### src/rtl/frida_spi_pkg.sv
// ============================================================================
// Module      : frida_spi_pkg
// Description : Shared constants for the FRIDA configuration-chain SPI master.
// Revision    : 1.0 - initial release
// ============================================================================
`default_nettype none

package frida_spi_pkg;

    localparam int FRIDA_SPI_NBITS = 180;

    // Chain field offsets
    localparam int MUX_SEL_LSB  = 176;
    localparam int ADC_CTRL_LSB = 64;
    localparam int ADC_CTRL_W   = 7;
    localparam int DAC_AP_LSB   = 48;
    localparam int DAC_BP_LSB   = 32;
    localparam int DAC_AN_LSB   = 16;
    localparam int DAC_BN_LSB   = 0;

    localparam logic [2:0] ST_IDLE     = 3'd0;
    localparam logic [2:0] ST_SETUP    = 3'd1;
    localparam logic [2:0] ST_SHIFT_LO = 3'd2;
    localparam logic [2:0] ST_SHIFT_HI = 3'd3;
    localparam logic [2:0] ST_HOLD     = 3'd4;
    localparam logic [2:0] ST_GAP      = 3'd5;

    typedef enum logic [2:0] {
        S_IDLE     = ST_IDLE,
        S_SETUP    = ST_SETUP,
        S_SHIFT_LO = ST_SHIFT_LO,
        S_SHIFT_HI = ST_SHIFT_HI,
        S_HOLD     = ST_HOLD,
        S_GAP      = ST_GAP
    } spi_state_t;

endpackage

`default_nettype wire

### src/rtl/frida_spi_clkgen.sv
// ============================================================================
// Module      : frida_spi_clkgen
// Description : SCLK half-period divider with end-of-phase rise/fall strobes.
// Revision    : 1.0 - initial release
// ============================================================================
`default_nettype none

module frida_spi_clkgen #(
    parameter int CLK_DIV = 4
) (
    input  logic clk,
    input  logic rst,
    input  logic i_en,
    output logic o_sclk,
    output logic o_rise,
    output logic o_fall
);

    localparam int c_CW = (CLK_DIV > 1) ? $clog2(CLK_DIV) : 1;
    localparam logic [c_CW-1:0] c_LAST = c_CW'(CLK_DIV - 1);

    logic [c_CW-1:0] r_cnt;
    logic            r_sclk;
    logic            w_wrap;

    assign w_wrap = i_en && (r_cnt == c_LAST);

    // Disabled means parked: counter cleared and sclk low
    always_ff @(posedge clk) begin
        if (rst || !i_en) begin
            r_cnt  <= '0;
            r_sclk <= 1'b0;
        end else if (w_wrap) begin
            r_cnt  <= '0;
            r_sclk <= ~r_sclk;
        end else begin
            r_cnt  <= r_cnt + c_CW'(1);
        end
    end

    assign o_sclk = r_sclk;
    assign o_rise = w_wrap && !r_sclk;
    assign o_fall = w_wrap && r_sclk;

    a_clk_div_nonzero : assert property (@(posedge clk) CLK_DIV != 0);

endmodule

`default_nettype wire

### src/rtl/frida_spi_master.sv
// ============================================================================
// Module      : frida_spi_master
// Description : Writes the FRIDA configuration chain over SPI and returns the
//               previous chain contents. FRIDA_SPI_VERIFY_EN adds readback check.
// Revision    : 1.0 - initial release
// ============================================================================
`default_nettype none

module frida_spi_master
    import frida_spi_pkg::*;
#(
    parameter int NBITS    = FRIDA_SPI_NBITS,
    parameter int CLK_DIV  = 4,
    parameter int CS_SETUP = 2,
    parameter int CS_HOLD  = 2,
    parameter int IDLE_GAP = 2
) (
    input  logic             clk,
    input  logic             rst,
    input  logic             cmd_valid,
    output logic             cmd_ready,
    input  logic [NBITS-1:0] cmd_data,
    output logic             rsp_valid,
    output logic [NBITS-1:0] rsp_data,
    output logic             busy,
    output logic             verify_err,
    output logic             spi_sclk,
    output logic             spi_sdi,
    input  logic             spi_sdo,
    output logic             spi_cs_b
);

    localparam int c_BW = $clog2(NBITS);
    localparam int c_TW = 16;
    localparam logic [c_TW-1:0] c_SETUP_LAST = c_TW'(CS_SETUP - 1);
    localparam logic [c_TW-1:0] c_HOLD_LAST  = c_TW'(CS_HOLD - 1);
    localparam logic [c_TW-1:0] c_GAP_LAST   = c_TW'(IDLE_GAP - 1);

    spi_state_t       r_state, w_state_next;
    logic [c_TW-1:0]  r_tcnt;
    logic [c_BW-1:0]  r_bit;
    logic [NBITS-2:0] r_tx;
    logic [NBITS-1:0] r_rx, r_rsp_data;
    logic             r_cmd_ready, r_busy, r_cs_b, r_sdi, r_rsp_valid;
    logic             w_accept, w_clk_en, w_rise, w_fall, w_sclk;
    logic             w_last_bit, w_sample, w_done, w_cs_active;

    assign w_accept   = (r_state == S_IDLE) && cmd_valid && r_cmd_ready;
    assign w_clk_en   = (r_state == S_SHIFT_LO) || (r_state == S_SHIFT_HI);
    assign w_last_bit = (r_bit == '0);

    frida_spi_clkgen #(.CLK_DIV(CLK_DIV)) u_clkgen (
        .clk    (clk),
        .rst    (rst),
        .i_en   (w_clk_en),
        .o_sclk (w_sclk),
        .o_rise (w_rise),
        .o_fall (w_fall)
    );

    always_ff @(posedge clk) begin
        if (rst) r_state <= S_IDLE;
        else     r_state <= w_state_next;
    end

    always_comb begin
        w_state_next = r_state;
        w_sample     = 1'b0;
        w_done       = 1'b0;
        case (r_state)
            S_IDLE:     if (w_accept) w_state_next = S_SETUP;
            S_SETUP:    if (r_tcnt == c_SETUP_LAST) w_state_next = S_SHIFT_LO;
            S_SHIFT_LO: if (w_rise) w_state_next = S_SHIFT_HI;
            S_SHIFT_HI: if (w_fall) begin
                w_sample     = 1'b1;
                w_state_next = w_last_bit ? S_HOLD : S_SHIFT_LO;
            end
            S_HOLD:     if (r_tcnt == c_HOLD_LAST) begin
                w_done       = 1'b1;
                w_state_next = S_GAP;
            end
            S_GAP:      if (r_tcnt == c_GAP_LAST) w_state_next = S_IDLE;
            default:    w_state_next = S_IDLE;
        endcase
        w_cs_active = (w_state_next != S_IDLE) && (w_state_next != S_GAP);
    end

    // Outputs are registered from the next state so they align with it
    always_ff @(posedge clk) begin
        if (rst) begin
            r_cmd_ready <= 1'b0;
            r_busy      <= 1'b0;
            r_cs_b      <= 1'b1;
            r_rsp_valid <= 1'b0;
            r_tcnt      <= '0;
        end else begin
            r_cmd_ready <= (w_state_next == S_IDLE);
            r_busy      <= (w_state_next != S_IDLE);
            r_cs_b      <= !w_cs_active;
            r_rsp_valid <= w_done;
            r_tcnt      <= (w_state_next != r_state) ? '0 : r_tcnt + c_TW'(1);
        end
    end

    always_ff @(posedge clk) begin
        if (rst) begin
            r_tx       <= '0;
            r_rx       <= '0;
            r_sdi      <= 1'b0;
            r_bit      <= '0;
            r_rsp_data <= '0;
        end else begin
            if (w_accept) begin
                r_tx  <= cmd_data[NBITS-2:0];
                r_sdi <= cmd_data[NBITS-1];
                r_bit <= c_BW'(NBITS - 1);
            end
            // sdi advances together with the sclk falling edge
            if (w_sample) begin
                r_rx <= {r_rx[NBITS-2:0], spi_sdo};
                if (!w_last_bit) begin
                    r_bit <= r_bit - c_BW'(1);
                    r_tx  <= {r_tx[NBITS-3:0], 1'b0};
                    r_sdi <= r_tx[NBITS-2];
                end
            end
            if (w_done) r_rsp_data <= r_rx;
        end
    end

`ifdef FRIDA_SPI_VERIFY_EN
    logic [NBITS-1:0] r_cur, r_last;
    logic             r_has_last, r_verify_err;

    always_ff @(posedge clk) begin
        if (rst) begin
            r_cur        <= '0;
            r_last       <= '0;
            r_has_last   <= 1'b0;
            r_verify_err <= 1'b0;
        end else begin
            r_verify_err <= 1'b0;
            if (w_accept) r_cur <= cmd_data;
            if (w_done) begin
                r_verify_err <= r_has_last && (r_rx != r_last);
                r_last       <= r_cur;
                r_has_last   <= 1'b1;
            end
        end
    end

    assign verify_err = r_verify_err;
`else
    assign verify_err = 1'b0;
`endif

    assign cmd_ready = r_cmd_ready;
    assign busy      = r_busy;
    assign rsp_valid = r_rsp_valid;
    assign rsp_data  = r_rsp_data;
    assign spi_sclk  = w_sclk;
    assign spi_sdi   = r_sdi;
    assign spi_cs_b  = r_cs_b;

endmodule

`default_nettype wire

### config.mk
export PLATFORM = sky130hd
export DESIGN_NAME = frida_spi_master
export DESIGN_NICKNAME = d
export VERILOG_FILES = /design/src/rtl/frida_spi_pkg.sv /design/src/rtl/frida_spi_clkgen.sv /design/src/rtl/frida_spi_master.sv
export SDC_FILE = /design/constraint.sdc
export NUM_CORES = 1
export LEC_CHECK = 0
export CAP_MARGIN = 20
export CORE_AREA = 3 3 387 236
export DETAILED_ROUTE_END_ITERATION = 7
export DIE_AREA = 0 0 390 239
export GPL_TIMING_DRIVEN = 0
export MAX_ROUTING_LAYER = met4
export PLACE_DENSITY = 0.49
export SYNTH_ARGS = -nofsm -noshare
export SYNTH_HDL_FRONTEND = slang
export SYNTH_SLANG_ARGS = --single-unit
### constraint.sdc
create_clock -name clk -period 2.4 [get_ports clk]
set_clock_uncertainty 0.15 [all_clocks]
set_input_delay 0.6 -clock clk [delete_from_list [all_inputs] [get_ports clk]]
set_output_delay 0.6 -clock clk [all_outputs]
set_load 0.01 [all_outputs]
==> results of run 1 <==
[per-layer routing]
metal | up-vias | wire length (um) | global-route usage [%]
li1 | 9605 | - | -
met2 | 272 | 30300 | 21.5
met5 | - | 0 | -
met3 | 74 | 2970 | 2.89
met1 | 8987 | 38800 | 23.4
met4 | 0 | 941 | 2.98
[where the power goes]
part | total (mW) | leakage [nW] | switching [mW] | internal (mW)
Combinational | 2.07 | 4.04 | 1.12 | 0.948
Sequential | 10.1 | 4.65 | 0.202 | 9.88
Clock | 9.64 | 1.00 | 4.10 | 5.54
[metrics by stage]
step,instance area [um^2],util (%),hold slack (ns)
6_report,29300,33.4,0.291
5_1_grt,29300,33.4,0.315
4_1_cts,29200,33.3,0.292
3_5_place_dp,27100,30.9,0.277
3_3_place_gp,27100,30.9,0.274
2_1_floorplan,22000,-,0.257
[cell families (layout without fill, tap and decap cells)]
logic type / count (synthesis) / in the layout / share of synthesized area (%)
xor gates and xnor gates: 12 / 12 / 0.478
other: 1 / 6 / 0.0171
muxes: 4 / 4 / 0.188
AOI/OAI and AO/OA: 933 / 933 / 28.8
buffers and inverters: 256 / 737 / 5.39
and+or+nand+nor: 627 / 627 / 12.6
adders and majority gates: 4 / 4 / 0.228
DFF: 574 / 574 / 52.3
[cell type report]
class | instances | share of cell area (%)
multi-input cells | 1581 | 31.9
inverters | 7 | 0.0897
well taps | 1161 | 4.96
flip-flops and latches | 574 | 39.2
clock inverters | 22 | 1.03
repair buffers | 374 | 12.7
diodes | 5 | 0.0427
clock buffers | 86 | 5.89
plain buffers | 248 | 4.14
[state kept, by name, indices dropped and copies added, names as in the netlist]
| name | cells |
|---|---|
| spi_cs_b | 1 |
| busy | 1 |
| r_tcnt | 16 |
| r_bit | 8 |
| rsp_data | 180 |
| u_clkgen.o_sclk | 1 |
| r_rx | 180 |
| cmd_ready | 1 |
| r_state | 3 |
| rsp_valid | 1 |
| u_clkgen.r_cnt | 2 |
| spi_sdi | 1 |
| r_tx | 179 |
[how the worst max path moves through the flow]
stage	start	to	slack, ns	cells after the start
5_1_grt	u_clkgen.o_sclk$_SDFFE_PP0N_	spi_sclk	0.0009	1
4_1_cts	rsp_data[154]$_SDFFE_PP0P_	rsp_data[154]	0.006	1
2_1_floorplan	u_clkgen.r_cnt[0]$_SDFF_PP0_	r_tx[126]$_SDFF_PP0_	0.42	8
3_3_place_gp	rst	r_tx[1]$_SDFF_PP0_	-0.51	6
3_5_place_dp	rst	r_tx[98]$_SDFF_PP0_	-0.52	6
6_report	rsp_data[29]$_SDFFE_PP0P_	rsp_data[29]	0.07	1
[repair_timing]
action                                  in CTS  in global routing
gates cloned                                 0                  0
resized for setup                           34                 46
endpoints found under the setup margin     563                220
hold buffers                                 0                  0
setup buffers                                6                  0
pin swaps                                    3                  0
[cells in the final DEF (no fill, tap or decap), types with 4 or more instances in the layout]
cell type / n
nor3_1: 19
nand3_1: 190
a211oi_1: 4
o21a_1: 180
nor2_1: 5
clkbuf_1: 124
o221a_1: 101
and4_1: 4
buf_4: 17
clkbuf_8: 19
and3_1: 5
buf_6: 13
dlygate4sd2_1: 13
nand4_1: 7
buf_2: 79
nand2_1: 367
bufinv_16: 5
o21ai_0: 186
nand2b_1: 4
clkbuf_16: 57
clkinv_2: 10
dfxtp_1: 574
o221a_2: 78
a21oi_1: 365
diode_2: 5
or3_1: 4
buf_1: 5
inv_1: 6
clkdlybuf4s50_1: 354
clkbuf_2: 22
xor2_1: 10
==> impl_results.md, run 1 <==
* Vias in the first global route at 18,100
* Depth of the most critical reg-to-reg path at 7
* R2r endpoint: rsp_data[149]$_SDFFE_PP0P_
* PwrDens at 744 nW/um^2
* CP top delay family: buffers and inverters
* Htree depth at 2
* Seq/Total Area, Yosys at 52.3%
* RSZ-0062 raised after global routing: false
* Maxcap violations at 0
* Largest net degree at the start of global routing at 17
* Sink Count at 574
* DIE AREA at 93,200 um^2
* Worst setup EP type: output port
* Clock-pin slew on the worst setup and hold paths at 0.06 ns
* Crit path required time at 1.65 ns
* Initial Util at 25.1%
* Placement Setup Slack at -0.521 ns
* Post-synth EDFFs at 0
* Top post-synthesis cells by area: dfxtp_1, a21oi_1, nand2_1
* Gr ovfl total at 0
* Top cell type's share of synthesized area at 52.3%
* Crit-path max FO at 2
* Filler cells at 9,181
* Initial antenna violation count at 4
* Max-slew violation count at 0
* Routed len/inst at 18.0 um
* Worst hold path endpoint: u_clkgen.r_cnt[0]$_SDFF_PP0_
* Most common flop cell mapped by yosys: dfxtp_1
* # rows at 84
* # setup viols final at 0
* Num CTS Buffers at 57
* Syn nets at 2,599
* Final Hold Vio Count at 0
* Total Power at 21.8 mW
* Clk_lat worst skew at 0.64 ns
* Top cells by count, synth: dfxtp_1, nand2_1, a21oi_1, nand3_1, o21ai_0
* Critical path arrival at 1.58 ns
* DRT iter0 DRCs at 1,144
* Core box area at 87,700 um^2
* Register area at 11,500 um^2
* Fraction of layout instances using a drive strength above 1 at 11.2%
* Die height at 239 um
* IO Pins at 371
* Outcome: finished clean
* Worst Tran Pin Value at 1.04 ns
* #FFs+latches synth at 574
* Post-layout min period at 2.33 ns
* Reg-to-reg setup timing slack at 0.13 ns
* CTS root buf: clkbuf_16
* Cell Area, Synth at 22,000 um^2
* Drt pass-1 iters at 4
* WS Path Type: flop to output port
* First-pass GRT wire length at 112,000 um
* Placed insts at 3,940
* Peak VDD IR at 559 uV
* Hold path startpoint: u_clkgen.r_cnt[0]$_SDFF_PP0_
* CP cell instances: clkdlybuf4s50_1
* Hold crit path type: flop to flop
* Synth Instances at 2,411
* Vias at 18,900
* Synthesis Warnings at 0
* Final period utilization at 96.9%
* Slowest stage cell, crit path: clkdlybuf4s50_1
* Non-Filler Instances at 4,058
* Synth area leader: dfxtp_1
* Critical Path Start Type: flop
* Synth unique cells at 55
* Syn_area_per_cell at 9.11 um^2
* CTS tree: done
* Detailed Place HPWL at 53,400 um
* TNS Setup at 0 ns
* Detailed-route vias per instance at 4.67
* Routed Wire Length at 73,000 um
* Global Route Usage Sum at 15.6%
* Antenna viol nets, final at 0
* Max-slew headroom at 31.0%
* Area grow syn2layout at 33.3%
* Leakage power at 9.69 nW
* Most frequent cell after synthesis: dfxtp_1
* Worst hold stages at 1
* Buf+Inv Stages, Crit Path at 1
* Setup ws final at 0.0737 ns
* Max Fclk at 0.430 GHz
* Post-synth ARST share at 0%
* Final GP Congestion at 0.780
* Nets@finish at 3,031
* Slowest Stage Delay on Critical Path at 0.60 ns
* Multi-input logic area at 9340 um^2
* # DRC at 0
* Critical R2R Launch: r_tcnt[8]$_SDFF_PP0_
* I/O Buffers at 368
* CTS max path bufs at 3
* Die Wd at 390 um
No activity file was read; power rests on OpenSTA's default activity.
==> run 2: changes to the inputs <==
--- a/config.mk
+++ b/config.mk
@@ -7,11 +7,13 @@
 export LEC_CHECK = 0
 export CAP_MARGIN = 20
 export CORE_AREA = 3 3 387 236
+export CTS_BUF_LIST = sky130_fd_sc_hd__clkbuf_4 sky130_fd_sc_hd__clkbuf_8
 export DETAILED_ROUTE_END_ITERATION = 7
 export DIE_AREA = 0 0 390 239
 export GPL_TIMING_DRIVEN = 0
 export MAX_ROUTING_LAYER = met4
 export PLACE_DENSITY = 0.49
+export REMOVE_ABC_BUFFERS = 1
 export SYNTH_ARGS = -nofsm -noshare
 export SYNTH_HDL_FRONTEND = slang
 export SYNTH_SLANG_ARGS = --single-unit
==> run 2 against run 1 <==
Against the previous run:
- setup slack improved by 0.019 ns
- sequential share of layout area fell by 0.66 points
- wire length rose by 9.2%
- clock power fell by 3.4%
- critical path type is now flop to flop
- largest cell class unchanged
- design area rose by 1.8%
- maximum frequency rose by 0.84%
- first-iteration DRC count rose by 20%
- register-to-register slack got worse by 0.04 ns
- critical path depth rose by 9
- total power rose by 0.76%
- sequential cell count did not move
- count of clock-buffer cells in the layout rose by 62
==> impl_results.md, run 2 (synthesized netlist as in run 1, its figures left out) <==
* I/O Buffers at 369
* Final Hold Vio Count at 0
* Detailed Place HPWL at 44,700 um
* Post-CTS Hold Buffers at 0
* Buf+Inv Stages, Crit Path at 5
* Detailed-route vias per instance at 4.91
* Fraction of layout instances using a drive strength above 1 at 13.9%
* Post-layout min period at 2.31 ns
* Die Wd at 390 um
* Slowest Stage Delay on Critical Path at 0.35 ns
* Core box area at 87,700 um^2
* Area grow syn2layout at 35.8%
* Nets@finish at 2,923
* Leading cell type in the layout, fill and taps excluded: dfxtp_1
* Final GP Congestion at 0.756
* Clk_lat worst skew at 0.74 ns
* CP top delay family: buffers and inverters
* DRT iter0 DRCs at 1,377
* Htree depth at 3
* # DRC at 0
* Hold_ws at 0.101 ns
* Leakage power at 10.8 nW
* First-pass GRT wire length at 117,000 um
* Initial Util at 25.1%
* Gr ovfl total at 0
* Antenna viol nets, final at 0
* Max-slew headroom at 45.6%
* Register area at 11,500 um^2
* Placed insts at 3,730
* Hold crit path type: input port to flop
* Vias in the first global route at 18,600
* Maxcap violations at 0
* IO Pins at 371
* Clock power frac at 42.4%
* DIE AREA at 93,200 um^2
* Multi-input logic area at 9630 um^2
* Max Fclk at 0.433 GHz
* Vias at 19,500
* Drt pass-1 iters at 5
* PwrDens at 736 nW/um^2
* Max-slew violation count at 0
* Initial antenna violation count at 7
* NetSw at 5.68 mW
* Setup ws final at 0.0931 ns
* CTS max path bufs at 3
* Global Route Usage Sum at 16.4%
* Routed Wire Length at 79,800 um
* Critical Path Start Type: flop
* Most frequent cells in the layout: dfxtp_1, nand2_1, a21oi_1
* CP most frequent cell: buf_16
* Final period utilization at 96.1%
* Outcome: finished clean
* Internal cell power at 16.3 mW
* Worst setup EP type: flop
* CP cell instances: ha_4, and4b_4, nand2_8, buf_16, o21ai_4, buf_12, buf_16, buf_16, bufbuf_16, o221a_2
* Die height at 239 um
* CTS root buf: clkbuf_8
* Crit-path max FO at 19
* Routed len/inst at 20.1 um
* WS Path Type: flop to flop
* Sw frac at 25.9%
* Peak VDD IR at 330 uV
* # setup viols final at 0
* Non-Filler Instances at 3,971
* Placement Setup Slack at -1.40 ns
* Filler cells at 9,035
* Slowest stage cell, crit path: dfxtp_2
* Combinational share of power at 11.6%
* Reg power frac at 46.0%
* Worst Tran Pin Value at 0.816 ns
* CTS tree: done
* Clock-pin slew on the worst setup and hold paths at 0.06 ns
* Sink Count at 574
* Largest net degree at the start of global routing at 154
* # rows at 84
* Num CTS Buffers at 93
* Crit path required time at 2.93 ns
* Critical path arrival at 2.84 ns
==> run 2: changes by cell type in the layout (fill, tap and decap cells not counted), sizes merged <==
cell	previous run	this run
and4	4	7
clkbuf	225	156
bufinv	5	3
diode	5	6
dlymetal6s2s	1	0
clkdlybuf4s50	354	182
nand2	370	376
dlygate4sd2	13	186
buf	115	84
and2	4	6
clkinvlp	1	3
o21ai	188	189
bufbuf	0	6
clkinv	14	8
==> run 2: worst register-to-register path: cells and delay by family (launching register included) <==
family | cells | cell delay, ns
AOI/OAI and AO/OA | 2 | 0.34
DFF | 1 | 0.35
and+or+nand+nor | 2 | 0.36
adders and majority gates | 1 | 0.16
buffers and inverters | 5 | 0.90
==> run 2: timing repair <==
item,CTS,global route
buffers inserted,31,15
setup endpoints to repair,673,318
pin swaps,12,6
gates cloned,16,13
gates resized for setup,225,19
==> run 2: final cells by class <==
class | instances | share of cell area [%]
clock buffer | 148 | 6.20
antenna | 6 | 0.0503
clock inverter | 16 | 0.583
tap | 1161 | 4.87
multi-input combinational | 1593 | 32.3
sequential | 574 | 38.6
inverter | 7 | 0.130
timing repair buffer | 466 | 17.3
==> run 2: metrics by stage <==
step           TNS [ns]  power, mW  cell area (um^2)  util, %
2_1_floorplan  -2688.11       11.2             20800        -
4_1_cts               0       22.1             29400     33.6
5_1_grt        -0.00939       23.0             29800     34.0
3_5_place_dp    -356.34       12.3             26900     30.7
6_report              0       22.0             29800     34.0
3_3_place_gp   -7382.94       12.1             26000     29.6
==> run 2: final timing paths <==
path	startpoint	endpoint	slack, ns	depth (start not counted)
hold / removal	rst	rsp_data[170]$_SDFFE_PP0P_	0.10	2
setup reg to reg	u_clkgen.r_cnt[0]$_SDFF_PP0_	r_tx[151]$_SDFF_PP0_	0.09	10
hold reg to reg	r_tcnt[0]$_SDFF_PP0_	r_tcnt[0]$_SDFF_PP0_	0.29	1
setup / recovery	u_clkgen.r_cnt[0]$_SDFF_PP0_	r_tx[151]$_SDFF_PP0_	0.09	10
==> run 2: power groups by stage <==
stage	sequential [mW]	combinational, mW	clock, mW
floorplan	10.2	1.01	0
global placement	10.3	1.83	0
detailed placement	10.3	2.01	0
CTS	10.1	2.33	9.68
global route	10.1	2.72	10.1
finish	10.1	2.54	9.31
==> run 2: layer usage <==
layer	track usage, %	vias up	wire [um]
li1	-	9426	-
met1	23.3	9563	40300
met2	23.3	419	34200
met3	3.78	93	4000
met4	3.86	0	1250
met5	-	-	0
